$ cat src/rtl/mult_div_unit.sv
// Iterative 32-bit MIPS multiply/divide unit with architectural HI/LO.
// Shift-add multiply and restoring divide on operand magnitudes, 32 iterations plus one fix-up cycle.
module mult_div_unit (
  input  logic        clk,
  input  logic        n_rst,
  input  logic        start,
  input  logic [1:0]  op,
  input  logic [31:0] opa,
  input  logic [31:0] opb,
  input  logic        kill,
  input  logic        hi_wen,
  input  logic        lo_wen,
  input  logic [31:0] wdat,
  output logic        busy,
  output logic        done,
  output logic [31:0] hi,
  output logic [31:0] lo
);

  typedef enum logic [1:0] {IDLE = 2'd0, RUN = 2'd1, FIX = 2'd2} state_t;

  state_t      state_q, state_d;
  logic [4:0]  cnt_q, cnt_d;
  logic        is_div_q, sa_q, sb_q, divz_q;
  logic [31:0] opa_q, m_q;
  logic [63:0] acc_q, acc_d;
  logic [31:0] hi_q, hi_d, lo_q, lo_d;
  logic        done_q, done_d;

  logic        start_ok;
  logic        sa_in, sb_in;
  logic [31:0] mag_a, mag_b;
  logic [32:0] mul_sum;
  logic [32:0] div_shift;
  logic        div_ge;
  logic [31:0] div_rem;
  logic [63:0] prod_fix;
  logic [31:0] res_hi, res_lo;

  function automatic logic [31:0] cneg32(input logic [31:0] v, input logic neg);
    return neg ? (~v + 32'd1) : v;
  endfunction

  function automatic logic [63:0] cneg64(input logic [63:0] v, input logic neg);
    return neg ? (~v + 64'd1) : v;
  endfunction

  assign start_ok = (state_q == IDLE) && start && !kill;
  assign sa_in    = ~op[0] & opa[31];
  assign sb_in    = ~op[0] & opb[31];
  assign mag_a    = cneg32(opa, sa_in);
  assign mag_b    = cneg32(opb, sb_in);

  // acc holds {partial product high, multiplier} or {remainder, dividend/quotient}
  always_comb begin
    mul_sum   = {1'b0, acc_q[63:32]} + (acc_q[0] ? {1'b0, m_q} : 33'd0);
    div_shift = acc_q[63:31];
    div_ge    = (div_shift >= {1'b0, m_q});
    div_rem   = div_ge ? 32'(div_shift - {1'b0, m_q}) : div_shift[31:0];
  end

  always_comb begin
    cnt_d = cnt_q;
    acc_d = acc_q;
    if (start_ok) begin
      cnt_d = 5'd0;
      acc_d = {32'd0, op[1] ? mag_a : mag_b};
    end else if (state_q == RUN) begin
      cnt_d = cnt_q + 5'd1;
      acc_d = is_div_q ? {div_rem, acc_q[30:0], div_ge} : {mul_sum, acc_q[31:1]};
    end
  end

  // Sign fix-up; divide by zero bypasses the algorithm's raw output
  always_comb begin
    prod_fix = cneg64(acc_q, sa_q ^ sb_q);
    res_hi   = prod_fix[63:32];
    res_lo   = prod_fix[31:0];
    if (is_div_q) begin
      if (divz_q) begin
        res_hi = opa_q;
        res_lo = 32'hFFFF_FFFF;
      end else begin
        res_hi = cneg32(acc_q[63:32], sa_q);
        res_lo = cneg32(acc_q[31:0], sa_q ^ sb_q);
      end
    end
  end

  always_comb begin
    hi_d = hi_q;
    lo_d = lo_q;
    if (state_q == IDLE) begin
      if (hi_wen) hi_d = wdat;
      if (lo_wen) lo_d = wdat;
    end else if ((state_q == FIX) && !kill) begin
      hi_d = res_hi;
      lo_d = res_lo;
    end
  end

  always_ff @(posedge clk or negedge n_rst) begin
    if (!n_rst) begin
      state_q <= IDLE;
    end else begin
      state_q <= state_d;
    end
  end

  always_comb begin
    state_d = state_q;
    case (state_q)
      IDLE:    if (start_ok) state_d = RUN;
      RUN:     if (kill) state_d = IDLE;
               else if (cnt_q == 5'd31) state_d = FIX;
      FIX:     state_d = IDLE;
      default: state_d = IDLE;
    endcase
  end

  always_comb begin
    busy   = (state_q != IDLE);
    done_d = (state_q == FIX) && !kill;
  end

  always_ff @(posedge clk or negedge n_rst) begin
    if (!n_rst) begin
      cnt_q    <= 5'd0;
      acc_q    <= 64'd0;
      is_div_q <= 1'b0;
      sa_q     <= 1'b0;
      sb_q     <= 1'b0;
      divz_q   <= 1'b0;
      opa_q    <= 32'd0;
      m_q      <= 32'd0;
      hi_q     <= 32'd0;
      lo_q     <= 32'd0;
      done_q   <= 1'b0;
    end else begin
      cnt_q  <= cnt_d;
      acc_q  <= acc_d;
      hi_q   <= hi_d;
      lo_q   <= lo_d;
      done_q <= done_d;
      if (start_ok) begin
        is_div_q <= op[1];
        sa_q     <= sa_in;
        sb_q     <= sb_in;
        divz_q   <= op[1] && (opb == 32'd0);
        opa_q    <= opa;
        m_q      <= op[1] ? mag_b : mag_a;
      end
    end
  end

  assign done = done_q;
  assign hi   = hi_q;
  assign lo   = lo_q;

endmodule

$ cat config.mk
export PLATFORM = sky130hd
export DESIGN_NAME = mult_div_unit
export DESIGN_NICKNAME = d
export VERILOG_FILES = /design/src/rtl/mult_div_unit.sv
export SDC_FILE = /design/constraint.sdc
export NUM_CORES = 1
export LEC_CHECK = 0
export ABC_AREA = 1
export BUFFER_PORTS_ARGS = -buffer_cell sky130_fd_sc_hd__buf_2
export CORE_MARGIN = 2
export CORE_UTILIZATION = 40
export DETAILED_ROUTE_END_ITERATION = 8
export MAX_ROUTING_LAYER = met4
export PLACE_DENSITY = 0.63
export SYNTH_ARGS = -nofsm -noshare
export SYNTH_HDL_FRONTEND = slang
export SYNTH_SLANG_ARGS = --single-unit
$ cat constraint.sdc
create_clock -name clk -period 7.17 [get_ports clk]
set_input_delay 1.0755 -clock clk [delete_from_list [all_inputs] [get_ports clk]]
set_output_delay 1.0755 -clock clk [all_outputs]
set_load 0.03 [all_outputs]
==> results.tsv <==
metric	value	unit
via/cell ratio	5.563	
post-CTS sizing	0	
Die Wd	227.5	um
Mapped Area	19990	sq um
WL final	89420	um
H-Tree Depth	1	
Die Y	227.5	um
worst setup margin	3.647	ns
kind of critical path	flop to flop	
PwrDens	387.2	nW/um^2
max-slew violation count	0	
register clock-pin slew on the reported worst setup and hold paths	0.06	ns
drt pass-1 iters	5	
routability cong.	1.029	
layout cell share with drive strength beyond 1	8.343	%
NumNets Final	3671	
vias in the first global route	21360	
CP max stage delay	0.65	ns
post-synthesis sequential area ratio	25.54	%
top cells by area, synth	dfrtp_1, nand2_1, nor2_1, inv_1, nand3_1	
Slew HR	24.94	%
Net Sw Frac	56.04	%
Vias	23240	
Core Region	49150	sq um
sequential share of power	25.1	%
grt total ovfl	0	
placed cells	4131	
Mapped Nets	3577	
crit path launch type	flop	
Reg2Reg Depth	9	
Slew @ Worst Pin	1.125	ns
hold_buf cts	0	
Synth area leader	dfrtp_1	
total power	8578	uW
buffers and inverters on the worst path	3	
crit path time final	3.523	ns
Clk pwr share	15.1	%
Critical-path top delay cell	o21ai_0	
TNS Setup	0	ns
crit end category	flop	
Skew-Pair Late Insertion Delay	0.56	ns
Synth warnings	0	
instance count of the mapped netlist	3401	
Clock Path Buffers	3	
critical path depth in cells	9	
Non-Filler Instances	4177	
Worst path top cell family by delay	buffers and inverters	
Num Clock Sinks	204	
reg2reg setup slack	3.65	ns
Rows	81	
Fin. Hold Viols	0	
Area Overhead vs Synth	10.84	%
distinct cell type count after synthesis	54	
Max-cap violations	0	
port bufs	169	
Setup WS pre-CTS	3.534	ns
Async SR Flop Fraction	100.0	%
DPL Wire Length	71050	um
Fmax	0.2839	GHz
CP Data Arrival Time	3.99	ns
Starting Density	40.66	%
RSZ-0062 raised after global routing	false	
crit path max fanout	38	
crit path cell chain	buf_4, or2_1, nand2_2, inv_2, buf_4, o21ai_0, o21ai_0, a21oi_1, o21ai_0	
final cycle utilization of the critical path	49.13	%
Lkg Pwr	0.01121	uW
status	complete, no violations	
CP required	7.64	ns
CTS buffer count	26	
drt initial violations	2683	
#FFs+latches synth	204	
clk root buf	clkbuf_16	
worst vdd ir	0.0002110	V
CTS tree	yes	
Post-synth EDFFs	0	
Internal	3771	uW
Syn Area/Cell	5.877	sq um
DRT antenna net count	0	
filler instances	5447	
Psw	4807	uW
Core Util, Final	45.07	%
Combinational Power Share	59.8	%
drt drc	0	
antenna violations before repair	2	
wire per inst	21.41	um
gr usage total	35.17	%
top_reg_cell synth	dfrtp_1	
full die area	51770	sq um
clk_skew	0.02243	ns
I/O pins	170	
cell mode on critical path	o21ai_0	
largest net degree at the start of global routing	113	
type of the worst min-delay path	primary input to async pin	
Setup Viol. Count Final	0	
Setup Fix Bufs, Post-CTS	0	
post-synth top area share	25.54	%
first-pass GRT wire length	131700	um
==> layer usage <==
| layer | part of all wire [%] | track usage, % | vias to the layer above |
|---|---|---|---|
| li1 | - | - | 11140 |
| met1 | 42 | 46.30 | 10800 |
| met5 | 0 | - | - |
| met4 | 4.8 | 15.24 | 0 |
| met3 | 10 | 7.215 | 211 |
| met2 | 44 | 52.20 | 1089 |
==> through the flow <==
| stage | hold WS [ns] | area (sq um) |
|---|---|---|
| after floorplan | 0.4444 | 19990 |
| after global placement | 0.4705 | 21330 |
| after detailed placement | 0.4722 | 21330 |
| after CTS | 0.4784 | 22150 |
| after global routing | 0.5198 | 22160 |
| final | 0.4839 | 22160 |
==> logic make-up after synthesis <==
group,after synthesis,synth area share (%)
xor+xnor,80,3.505
simple gates,1946,40.69
buf+inv,547,10.62
flops,204,25.54
compound gates,552,15.06
fa+ha+maj,72,4.582
==> synth_stat cells, types with 15 or more instances <==
cell,n
nand2_1,1052
nor2_1,432
inv_1,417
nand3_1,308
o21ai_0,234
dfrtp_1,204
a21oi_1,201
clkbuf_1,80
ha_1,70
xor2_1,67
nand4_1,52
nor3_1,35
o211ai_1,32
buf_2,26
o21ai_1,24
a22oi_1,16
nor2_2,15
==> power groups by stage <==
stage               sequential, uW  combinational, uW  clock, uW
floorplan                     1930               3450          0
global placement              2120               4990          0
detailed placement            2120               4980          0
CTS                           2100               5010       1300
global route                  2140               5690       1350
finish                        2150               5130       1300
==> flip-flops by register name, indices dropped and copies added (netlist names) <==
name	cells
is_div_q	1
lo	32
done	1
divz_q	1
hi	32
state_q	2
m_q	32
cnt_q	5
acc_q	64
sa_q	1
opa_q	32
sb_q	1
==> cell type report <==
cell class,instances,area (sq um),area share (%)
Inverter,423,1589,7.172
Clock inverter,7,76.32,0.3445
Timing Repair Buffer,190,1013,4.574
Tap cell,664,830.8,3.750
Multi-Input combinational cell,2650,12790,57.73
Antenna cell,1,2.502,0.01129
Sequential cell,204,5106,23.05
Clock buffer,38,747.0,3.372
==> layout by cell type (no fill, tap or decap), types with 12 or more instances in the layout <==
cell	instances
inv_1	416
nor3_1	35
o21ai_0	234
a31oi_1	13
clkbuf_16	27
nand4_1	52
buf_2	168
nor2_1	431
xnor2_1	13
nand2_2	12
buf_4	21
nand3_1	307
o211ai_1	32
ha_1	70
xor2_1	67
a21oi_1	201
nor2_2	13
o21ai_1	24
a22oi_1	16
dfrtp_1	203
nand2_1	1052
==> path summary, 6_finish.rpt <==
| kind | to | startpoint |
|---|---|---|
| worst max-delay path | lo[22] | sa_q |
| worst min-delay path | cnt_q[0] | n_rst |
| worst max register to register | lo[22] | sa_q |
| worst min register to register | cnt_q[2] | cnt_q[2] |
| max in group asynchronous | hi[27] | n_rst |
| min in group clk | cnt_q[2] | cnt_q[2] |
==> worst reg2reg max path, stage by stage, from the launching register on <==
cell	delay, ns
dfrtp_1	0.32
buf_4	0.37
or2_1	0.19
nand2_2	0.27
inv_2	0.64
buf_4	0.48
o21ai_0	0.22
o21ai_0	0.65
a21oi_1	0.13
o21ai_0	0.17
Power figures use the tool's default switching activity.
